[config.mk]
export PLATFORM = sky130hd
export DESIGN_NAME = dds_sweep_ctrl
export DESIGN_NICKNAME = d
export VERILOG_FILES = /design/src/rtl/dds_pkg.sv /design/src/rtl/dds_dwell_timer.sv /design/src/rtl/dds_sweep_ctrl.sv
export SDC_FILE = /design/constraint.sdc
export NUM_CORES = 1
export LEC_CHECK = 0
export BUFFER_PORTS_ARGS = -buffer_cell sky130_fd_sc_hd__buf_2
export CAP_MARGIN = 20
export CORE_ASPECT_RATIO = 1.75
export CORE_MARGIN = 3
export CORE_UTILIZATION = 55
export DETAILED_ROUTE_END_ITERATION = 12
export PLACE_DENSITY = 0.78
export RECOVER_POWER = 100
export SYNTH_ARGS = -nofsm -noshare
export SYNTH_HDL_FRONTEND = slang
export SYNTH_HIERARCHICAL = 1
export SYNTH_SLANG_ARGS = --single-unit
[constraint.sdc]
create_clock -name clk -period 4.3 [get_ports clk]
set_clock_uncertainty 0.1 [all_clocks]
set_input_delay 0.43 -clock clk [delete_from_list [all_inputs] [get_ports clk]]
set_output_delay 0.43 -clock clk [all_outputs]
set_load 0.03 [all_outputs]
[src/rtl/dds_pkg.sv]
// Shared types for the DDS frequency-sweep controller.
package dds_pkg;

  typedef enum logic [1:0] {
    IDLE = 2'b00,
    UP   = 2'b01,
    DOWN = 2'b10
  } state_t;

  typedef enum logic [1:0] {
    MODE_SINGLE = 2'b00,
    MODE_SAW    = 2'b01,
    MODE_TRI    = 2'b10,
    MODE_RSVD   = 2'b11
  } mode_t;

endpackage

[src/rtl/dds_dwell_timer.sv]
// Dwell down-counter: loaded per frequency value, expires when it reaches zero.
module dds_dwell_timer #(
  parameter int unsigned W = 16
) (
  input  logic         clk,
  input  logic         rst_n,
  input  logic         load,
  input  logic [W-1:0] load_val,
  input  logic         en,
  output logic         expire
);

  logic [W-1:0] cnt;

  always_ff @(posedge clk or negedge rst_n) begin
    if (!rst_n) begin
      cnt <= '0;
    end else if (load) begin
      cnt <= load_val;
    end else if (en && cnt != '0) begin
      cnt <= cnt - {{(W-1){1'b0}}, 1'b1};
    end
  end

  assign expire = en && (cnt == '0);

endmodule

[src/rtl/dds_sweep_ctrl.sv]
// Frequency sweep controller: single-up, sawtooth or triangle sweeps of a DDS
// frequency word with per-value dwell, clamped at the configured bounds.
module dds_sweep_ctrl
  import dds_pkg::*;
#(
  parameter int unsigned FW  = 32,
  parameter int unsigned DWW = 16
) (
  input  logic           clk,
  input  logic           rst_n,
  input  logic           start,
  input  logic           abort,
  input  logic [1:0]     mode,
  input  logic [FW-1:0]  f_start,
  input  logic [FW-1:0]  f_stop,
  input  logic [FW-1:0]  f_step,
  input  logic [DWW-1:0] dwell,
  output logic [FW-1:0]  Fcword,
  output logic           busy,
  output logic           done,
  output logic           wrap,
  output logic           cfg_err
);

  state_t         state, state_nxt;
  mode_t          mode_r;
  logic [FW-1:0]  f_start_r, f_stop_r, f_step_r;
  logic [DWW-1:0] dwell_r;

  logic           cfg_ok, start_req, accept, reject, expire, tmr_load, sweeping;
  logic [DWW-1:0] tmr_val;
  logic [FW:0]    up_sum, dn_diff;
  logic [FW-1:0]  up_val, dn_val;
  logic [FW-1:0]  fc_nxt;
  logic           busy_nxt, done_nxt, wrap_nxt;

  assign cfg_ok    = (f_step != '0) && (f_start <= f_stop) && (mode != MODE_RSVD);
  assign start_req = (state == IDLE) && start && !abort;
  assign accept    = start_req && cfg_ok;
  assign reject    = start_req && !cfg_ok;
  assign sweeping  = (state != IDLE);

  // One extra bit catches carry/borrow so clamping also covers wrap-around.
  assign up_sum  = {1'b0, Fcword} + {1'b0, f_step_r};
  assign dn_diff = {1'b0, Fcword} - {1'b0, f_step_r};
  assign up_val  = (up_sum > {1'b0, f_stop_r}) ? f_stop_r : up_sum[FW-1:0];
  assign dn_val  = (dn_diff[FW] || (dn_diff[FW-1:0] < f_start_r)) ? f_start_r : dn_diff[FW-1:0];

  assign tmr_load = accept || (sweeping && expire && !abort);
  assign tmr_val  = accept ? dwell : dwell_r;

  dds_dwell_timer #(.W(DWW)) u_dwell (
    .clk      (clk),
    .rst_n    (rst_n),
    .load     (tmr_load),
    .load_val (tmr_val),
    .en       (sweeping),
    .expire   (expire)
  );

  always_ff @(posedge clk or negedge rst_n) begin
    if (!rst_n) state <= IDLE;
    else        state <= state_nxt;
  end

  always_comb begin
    state_nxt = state;
    case (state)
      IDLE: if (accept) state_nxt = UP;
      UP: begin
        if (abort) state_nxt = IDLE;
        else if (expire && Fcword == f_stop_r) begin
          case (mode_r)
            MODE_SAW: state_nxt = UP;
            MODE_TRI: state_nxt = DOWN;
            default:  state_nxt = IDLE;
          endcase
        end
      end
      DOWN: begin
        if (abort) state_nxt = IDLE;
        else if (expire && Fcword == f_start_r) state_nxt = UP;
      end
      default: state_nxt = IDLE;
    endcase
  end

  always_comb begin
    fc_nxt   = Fcword;
    done_nxt = 1'b0;
    wrap_nxt = 1'b0;
    busy_nxt = (state_nxt != IDLE);
    case (state)
      IDLE: if (accept) fc_nxt = f_start;
      UP: begin
        if (!abort && expire) begin
          if (Fcword == f_stop_r) begin
            case (mode_r)
              MODE_SAW: begin fc_nxt = f_start_r; wrap_nxt = 1'b1; end
              MODE_TRI: begin fc_nxt = dn_val;    wrap_nxt = 1'b1; end
              default:  done_nxt = 1'b1;
            endcase
          end else begin
            fc_nxt = up_val;
          end
        end
      end
      DOWN: begin
        if (!abort && expire) begin
          if (Fcword == f_start_r) begin
            fc_nxt   = up_val;
            wrap_nxt = 1'b1;
          end else begin
            fc_nxt = dn_val;
          end
        end
      end
      default: ;
    endcase
  end

  always_ff @(posedge clk or negedge rst_n) begin
    if (!rst_n) begin
      Fcword    <= '0;
      busy      <= 1'b0;
      done      <= 1'b0;
      wrap      <= 1'b0;
      cfg_err   <= 1'b0;
      mode_r    <= MODE_SINGLE;
      f_start_r <= '0;
      f_stop_r  <= '0;
      f_step_r  <= '0;
      dwell_r   <= '0;
    end else begin
      Fcword  <= fc_nxt;
      busy    <= busy_nxt;
      done    <= done_nxt;
      wrap    <= wrap_nxt;
      cfg_err <= reject;
      if (accept) begin
        mode_r    <= mode_t'(mode);
        f_start_r <= f_start;
        f_stop_r  <= f_stop;
        f_step_r  <= f_step;
        dwell_r   <= dwell;
      end
    end
  end

endmodule

== After elaboration in Yosys (flattened, before gate mapping) ==
Cells that the tools add are included.

* Add/subtract/negate cells: 3
* Magnitude comparators: 3
* Equality and inequality tests: 11
* Mux-type cells: 29
* Reductions and logical operators: 27

{| class="wikitable"
|+ Operator list
! kind !! number
|-
| 32-bit two-way mux || 7
|-
| 32-bit one-hot mux with 3 select lines || 1
|-
| 32-bit equality test || 2
|-
| 32-bit one-hot mux with 2 select lines || 1
|-
| 16-bit two-way mux || 3
|-
| 32-bit by 32-bit adder with 33-bit output || 1
|-
| 33-bit by 32-bit greater-than comparator with 1-bit output || 1
|-
| 32-bit by 32-bit subtractor with 33-bit output || 1
|-
| 32-bit less-or-equal comparator || 1
|-
| 32-bit less-than comparator || 1
|-
| 32-bit nonzero test || 1
|-
| 16-bit zero test || 1
|-
| 16-bit nonzero test || 1
|-
| 16-bit by 1-bit subtractor with 16-bit output (second input constant) || 1
|-
| 1-bit logical AND || 13
|-
| 2-bit two-way mux || 5
|-
| 1-bit two-way mux || 9
|-
| 2-bit inequality test (second input constant) || 4
|-
| 2-bit one-hot mux with 3 select lines || 1
|-
| 2-bit nonzero test || 3
|-
| 5-bit AND reduction || 1
|-
| 2-bit by 1-bit equality test with 1-bit output (second input constant) || 2
|-
| 2-bit equality test (second input constant) || 2
|-
| 4-bit by 2-bit inequality test with 1-bit output (second input constant) || 1
|-
| 7 further kinds || 9
|}

* Register bits after elaboration: 168
* Input bits: 118
* Output and inout bits: 36
* Word-level logic and storage cells: 85

== Logic depth before layout (Yosys ltp) ==
Gate-level depths: netlist of run 1.

* Depth in word-level cells: 8
* Depth in mapped cells: 24
* Depth with buffers taken out: 22

== Modules after synthesis ==
The synthesis of run 1 kept the hierarchy.

{| class="wikitable"
|+ Modules (own cells, without submodules)
! module !! instances !! cells each !! area each (um2) !! seq. area each (um2)
|-
| dds_sweep_ctrl || 1 || 1702 || 14161.1 || 3803.6
|-
| dds_dwell_timer || 1 || 116 || 1049.8 || 400.4
|}

== Worst setup path after synthesis of run 1 ==
Ideal clock, no wire load.

* Kind: register to register
* From: register Fcword[1]
* To: register Fcword[11]
* Setup time: 0.137 ns
* Arrival time: 4.772 ns
* Data required time: 4.063 ns
* Slack: -0.709 ns
* Cell stages (with the launch flop): 23
* Cell sequence: dfrtp_1 inv_1 fa_1 nor2_1 o21ai_1 o211ai_2 a311oi_4 o21a_1 o21ai_0 a21boi_0 xnor2_1 ha_1 nand4_1 nor4_1 nand4_1 o21ai_0 a31oi_1 a211oi_1 o41ai_4 buf_6 mux2_1 a22oi_1 a31oi_1

* Cells in the longest elaborated chain, start to end: 8

{| class="wikitable"
|+ RTL lines
! what !! line !! text
|-
| from (decl) || dds_sweep_ctrl.sv:18 || <nowiki>output logic [FW-1:0] Fcword,</nowiki>
|-
| from (signal assigned) || dds_sweep_ctrl.sv:135 || <nowiki>Fcword <= fc_nxt;</nowiki>
|-
| 32-bit by 32-bit subtractor with 33-bit output || dds_sweep_ctrl.sv:45 || <nowiki>assign dn_diff = {1'b0, Fcword} - {1'b0, f_step_r};</nowiki>
|-
| 32-bit less-than comparator || dds_sweep_ctrl.sv:47 || <nowiki>assign dn_val = (dn_diff[FW] || (dn_diff[FW-1:0] < f_start_r)) ? f_start_r : dn_diff[FW-1:0];</nowiki>
|-
| 1-bit logical OR || dds_sweep_ctrl.sv:47 ||
|-
| 32-bit two-way mux || dds_sweep_ctrl.sv:47 ||
|-
| 32-bit one-hot mux with 2 select lines || dds_sweep_ctrl.sv:98 || <nowiki>case (mode_r)</nowiki>
|-
| 32-bit two-way mux || dds_sweep_ctrl.sv:97 || <nowiki>if (Fcword == f_stop_r) begin</nowiki>
|-
| 32-bit two-way mux || dds_sweep_ctrl.sv:96 || <nowiki>if (!abort && expire) begin</nowiki>
|-
| 32-bit one-hot mux with 3 select lines || dds_sweep_ctrl.sv:93 || <nowiki>case (state)</nowiki>
|}

Parallel ways exist; a longest one is shown, timed or not. The select of a mux whose other input is x is not followed.
A chain may end at the register's enable or synchronous reset.

== Worst setup path in the final report of run 1 ==
* From: register Fcword[0]
* To: register Fcword[10]

Same word-level chain as after synthesis.

==> results of run 1 <==
## registers in the layout, indices dropped and copies added (netlist names)
name,cells
Fcword,32
cfg_err,1
f_step_r,32
mode_r,2
done,1
wrap,1
state,2
u_dwell/cnt,16
f_start_r,32
f_stop_r,32
busy,1
dwell_r,16
## per-stage QoR
stage                     cells  utilization  instance area (µm²)  setup slack [ns]  TNS (ns)
after floorplan            1818            -                15400            -0.289     -4.84
after global placement     2646        0.717                19300             -1.31    -35.82
after detailed placement   2646        0.717                19300             -1.33    -35.63
after CTS                  2705        0.774                20800            -0.784    -22.86
after global routing       2736        0.801                21500             -1.10    -32.34
final                      2736        0.801                21500            -0.951    -27.26
## layout make-up
cell class / count / area (µm²)
Clock inverter: 15 / 201
Inverter: 182 / 686
Multi-Input combinational cell: 1386 / 11100
Tap cell: 364 / 455
Clock buffer: 17 / 425
Fill cell: 1880 / 5360
Sequential cell: 168 / 4220
Timing Repair Buffer: 604 / 4460
## layer usage
metal	up-vias	track usage	routed length, µm
li1	7568	-	-
met1	8145	0.441	22400
met2	959	0.745	32000
met3	407	0.0649	4330
met4	2	0.442	8680
met5	-	0	13
## cells in the final DEF (no fill, tap or decap), types with 23 or more instances in the layout
master and n:
mux2_2 35, buf_4 403, mux2i_1 29, nand2_1 175
a21o_1 24, o21ai_0 167, dfrtp_1 152, inv_1 165
xnor2_1 100, o21ai_1 27, buf_2 144, nor3_1 27
nand3_1 23, a21oi_1 92, nor2_1 92, ha_1 144
nand4_1 42
## worst max-delay path: stages, from the launching register on
cell and delay [ns]:
dfrtp_2 0.41, inv_2 0.06, ha_4 0.16, buf_4 0.12
buf_4 0.13, nor2b_1 0.17, o31a_1 0.23, o21ai_1 0.14
buf_4 0.19, a21oi_2 0.22, xor2_2 0.53, ha_1 0.36
a211o_1 0.28, a21oi_1 0.11, o21ai_1 0.13, a211o_1 0.34
and3_4 0.21, o22ai_4 0.14, buf_12 0.16, buf_6 0.11
buf_8 0.11, buf_12 0.12, mux2i_2 0.22, o221ai_2 0.14
a21oi_2 0.14, o21ai_1 0.07
## path summary, 6_finish.rpt
| kind | from | end | slack (ns) | depth (start not counted) |
|---|---|---|---|---|
| worst max-delay path | Fcword[0] | Fcword[10] | -0.95 | 25 |
| worst min-delay path | f_stop[4] | f_stop_r[4] | 0.08 | 3 |
| worst max register to register | Fcword[0] | Fcword[10] | -0.95 | 25 |
| worst min register to register | dwell_r[8] | dwell_r[8] | 0.40 | 1 |
| max in group asynchronous | rst_n | Fcword[11] | 0.61 | 3 |
| min in group asynchronous | rst_n | f_step_r[28] | 0.86 | 2 |
## repair_timing
| item | 4_1_cts | 5_1_grt |
|---|---|---|
| gates cloned | 2 | 0 |
| hold buffers | 1 | 0 |
| setup endpoints to repair | 32 | 32 |
| pin swaps | 84 | 89 |
| setup buffers | 26 | 35 |
| hold endpoints to repair | 66 | 0 |
| resized for setup | 118 | 100 |
## cell families after synthesis
| logic type | Yosys count | synth area share |
|---|---|---|
| compound gates | 534 | 0.232 |
| xor+xnor | 120 | 0.0691 |
| fa+ha+maj | 168 | 0.139 |
| buf+inv | 264 | 0.0728 |
| flops | 168 | 0.276 |
| mux | 83 | 0.0588 |
| simple gates | 481 | 0.152 |
## cells in the mapped netlist, drive strengths merged, types with 13 or more instances
cell type  number  area, µm²
o211ai         20        160
nor3           31        160
nand2         183        689
dfrtp         168       4200
a21oi         119        614
a221oi         18        176
or3            18        113
a211oi         15        135
o221ai         13        131
nor2          100        385
xnor2         112        981
nand4          42        263
nor2b          13       81.3
mux2           48        544
a21o           24        180
inv           182        683
nor4           26        190
a31oi          22        138
ha            166       2080
o31ai          13        103
buf            36        251
mux2i          35        350
nand3          27        135
clkbuf         46        173
o21ai         205       1060
==> metrics.md, run 1 <==
| Metric | Value |
|---|---|
| Status | `finished, violations left` |
| Failing checks | `capacitance limit, slew limit, setup timing` |
| Detailed Route WL | `67400 µm` |
| Area grow syn2layout | `41.5%` |
| Fin nets | `2645` |
| Initial DRC count | `1503` |
| Drc violations | `0` |
| Fin crit share | `1.22` |
| Most used DFF post-synth | `dfrtp_1` |
| Remaining global-route overflow | `0` |
| Fin crit period | `5.25 ns` |
| Synth Register Bits | `168` |
| WL per Instance | `24.6 µm` |
| Synth Instances | `1818` |
| RSZ-0062 raised after global routing | `true` |
| IO Count | `154` |
| CTS H-tree lvls | `4` |
| CTS tree | `done` |
| First-pass DRT Iterations | `6` |
| WP data arrival | `5.49 ns` |
| Largest net degree at the start of global routing | `71` |
| Fmax | `0.190 GHz` |
| Vias in the first global route | `17300` |
| Via density per instance | `6.24` |
| Sequential-to-total area share from yosys stat | `0.276` |
| Rows | `79` |
| Initial antenna violation count | `1` |
| GRT Total Usage | `0.435` |
| Post-route ant nets | `0` |
| Worst Tran Pin Value | `1.84 ns` |
| Worst Hold Class | `input port to flip-flop` |
| Routability cong. | `1.05` |
| Initial Util | `0.566` |
| Placeable Area | `26900 µm²` |
| Mapped Area | `15200 µm²` |
| Total number of vias | `17100` |
| WHS | `0.0818 ns` |
| Final Setup Violations | `32` |
| Antenna cell count | `0` |
| Max-Cap Viols | `3` |
| Die width | `132 µm` |
| Final Max Slew Viols | `125` |
| Num CTS Buffers | `17` |
| Final WS setup | `-0.951 ns` |
| Post-DP HPWL | `51500 µm` |
| Number of library cell types mapped by synthesis | `97` |
| First-pass GRT wire length | `97900 µm` |
| Fraction of layout cells with a size suffix above 1 | `0.375` |
| Die area | `29800 µm²` |
| Final hold vios | `0` |
| Syn Area/Cell | `8.37 µm²` |
| Worst path required time | `4.54 ns` |
| Clk buf depth | `2` |
| Synth warn | `6` |
| Worst-Skew Late Latency | `0.47 ns` |
| Port Buffers | `153` |
| Die boundary height | `226 µm` |
| CTS sink cnt | `168` |
| Root buf cell | `clkbuf_16` |
| Critical setup path kind | `flip-flop to flip-flop` |
| Slew headroom | `-0.227` |
| Net Count, Synth | `2104` |
| EDFF count, synth | `0` |
| Ys async rst share | `1.00` |
| CP Capture Type | `flip-flop` |
| Clock-pin slew on the worst setup and hold paths | `0.09 ns` |
| CP Launch Type | `flip-flop` |
| Max Fanout on Critical Path | `8` |
Power of run 1 is not shown: default switching activity piles up to over one toggle a cycle in this logic, so the estimate is an artifact.
==> run 2, diff against run 1 <==
--- a/config.mk
+++ b/config.mk
@@ -11,6 +11,7 @@
 export CORE_MARGIN = 3
 export CORE_UTILIZATION = 55
 export DETAILED_ROUTE_END_ITERATION = 12
+export HOLD_SLACK_MARGIN = 0.03
 export PLACE_DENSITY = 0.78
 export RECOVER_POWER = 100
 export SYNTH_ARGS = -nofsm -noshare
==> constraint.sdc (replaced) <==
create_clock -name clk -period 4.3 [get_ports clk]
set_clock_uncertainty 0.1 [all_clocks]
set_input_delay 0.43 -clock clk [delete_from_list [all_inputs] [get_ports clk]]
set_output_delay 0.43 -clock clk [all_outputs]
set_load 0.05 [all_outputs]
==> metrics.md, run 2 (synthesis gave the netlist of run 1 again) <==
| Metric | Value |
|---|---|
| Status | `finished, violations left` |
| Failing checks | `capacitance limit, slew limit, setup timing` |
| Root buf cell | `clkbuf_16` |
| Delay-heaviest family, CP | `compound AO/OA/AOI/OAI gates` |
| Post-route ant nets | `0 (unchanged)` |
| Reg2reg path depth | `27 (+8.0%)` |
| Remaining global-route overflow | `0 (unchanged)` |
| Fmax | `0.190 GHz (-0.21%)` |
| Final hold vios | `0 (unchanged)` |
| Crit path largest cell delay | `0.42 ns (-0.11 ns)` |
| Max-Cap Viols | `2 (-1)` |
| Antenna cell count | `0 (unchanged)` |
| Clock-pin slew on the worst setup and hold paths | `0.08 ns (about the same)` |
| IO Count | `154 (unchanged)` |
| Num CTS Buffers | `17 (unchanged)` |
| Fin nets | `2628 (-0.64%)` |
| CTS tree | `done` |
| Placeable Area | `26900 µm² (unchanged)` |
| Slowest-stage cell, CP | `dfrtp_2` |
| Fin crit period | `5.26 ns (+0.0110 ns)` |
| RSZ-0062 raised after global routing | `true` |
| Slew headroom | `-0.528 (-0.302)` |
| Fraction of layout cells with a size suffix above 1 | `0.351 (-0.0243)` |
| Die width | `132 µm (unchanged)` |
| Commonest non-fill, non-tap cell in the layout | `buf_4` |
| Area grow syn2layout | `39.3%` |
| WL per Instance | `24.9 µm (+1.2%)` |
| Initial DRC count | `1542 (+2.6%)` |
| WP data arrival | `5.52 ns (+0.03 ns)` |
| Die area | `29800 µm² (unchanged)` |
| Worst Tran Pin Value | `2.29 ns (+0.452 ns)` |
| CP Capture Type | `flip-flop` |
| Routability cong. | `1.06 (+1.6%)` |
| Critical setup path kind | `flip-flop to flip-flop` |
| Clk buf depth | `2 (unchanged)` |
| Die boundary height | `226 µm (unchanged)` |
| Largest net degree at the start of global routing | `79 (+11%)` |
| Total number of vias | `17000 (-0.58%)` |
| Drc violations | `0 (unchanged)` |
| CP Launch Type | `flip-flop` |
| Pre-CTS WS | `-1.15 ns (+0.180 ns)` |
| Bufs and invs on worst path | `7 (-1)` |
| Hold Crit Depth | `3 (unchanged)` |
| Worst path required time | `4.56 ns (+0.02 ns)` |
| Fin crit share | `1.22 (+0.00257)` |
| CTS sink cnt | `168 (unchanged)` |
| WHS | `0.0734 ns (-0.00845 ns)` |
| Via density per instance | `6.25 (about the same)` |
| Final WS setup | `-0.962 ns (-0.0110 ns)` |
| First-pass DRT Iterations | `6 (unchanged)` |
| Max Fanout on Critical Path | `7 (-1)` |
| Initial Util | `0.566 (unchanged)` |
| Initial antenna violation count | `0 (-1)` |
| Post-DP HPWL | `51100 µm (-0.64%)` |
| GRT Total Usage | `0.444 (+0.00941)` |
| Critical path depth | `27 (+8.0%)` |
| Commonest non-fill, non-tap cells in the layout | `377 x buf_4, 180 x nand2_1, 169 x inv_1, 168 x o21ai_0, 150 x dfrtp_1` |
| Most used cell, CP | `buf_4` |
| Detailed Route WL | `67800 µm (+0.56%)` |
| Final Max Slew Viols | `140 (+12%)` |
| Worst-Skew Late Latency | `0.48 ns (about the same)` |
| CTS H-tree lvls | `4 (unchanged)` |
| First-pass GRT wire length | `99900 µm (+2.0%)` |
| Port Buffers | `153 (unchanged)` |
| Rows | `79 (unchanged)` |
| Worst Hold Class | `input port to flip-flop` |
| Final Setup Violations | `73 (+130%)` |
| Vias in the first global route | `17500 (+1.2%)` |
run 2: repair_timing:
action                     in CTS  in global routing
buffers inserted               26                 16
setup endpoints to repair      32                 32
cloned                          3                  1
pin swaps                      68                 72
hold buffers                    1                  0
hold endpoints to repair       76                  0
resized for setup             127                 65
run 2: per-stage QoR:
step / TNS, ns / utilization / area [µm²] / instances
global placement: -31.96 / 0.716 / 19300 / 2642
global route: -47.54 / 0.788 / 21200 / 2718
CTS: -20.25 / 0.776 / 20900 / 2703
detailed placement: -33.51 / 0.716 / 19300 / 2642
floorplan: -10.18 / - / 15400 / 1818
finish: -32.58 / 0.788 / 21200 / 2718
run 2: layout make-up:
cell class	count	area [µm²]
clock buffers	17	425
clock inverters	14	176
fillers	1970	5690
inverters	182	683
multi-input cells	1386	11000
flip-flops and latches	168	4230
well taps	364	455
repair buffers	587	4260
run 2: worst paths after layout:
kind	end	from	slack, ns
setup / recovery	Fcword[23]	Fcword[0]	-0.96
hold / removal	f_stop_r[29]	f_stop[29]	0.07
setup reg to reg	Fcword[23]	Fcword[0]	-0.96
hold reg to reg	dwell_r[5]	dwell_r[5]	0.40
max in group asynchronous	u_dwell/cnt[2]	rst_n	0.52
min in group asynchronous	f_step_r[28]	rst_n	1.06
run 2: layer usage:
metal / share of wire / routed length [µm] / track usage / vias up
li1: - / - / - / 7538
met1: 0.32 / 21900 / 0.438 / 8022
met2: 0.47 / 32000 / 0.745 / 997
met3: 0.076 / 5180 / 0.0947 / 425
met4: 0.13 / 8610 / 0.473 / 0
met5: 0 / 0 / 0 / -
run 2: tightest hold or removal path, cell delays in order:
cell     delay, ns
buf_2         0.09
nand2_1       0.04
o21ai_0       0.06
Power of run 2 is left out for the same reason.
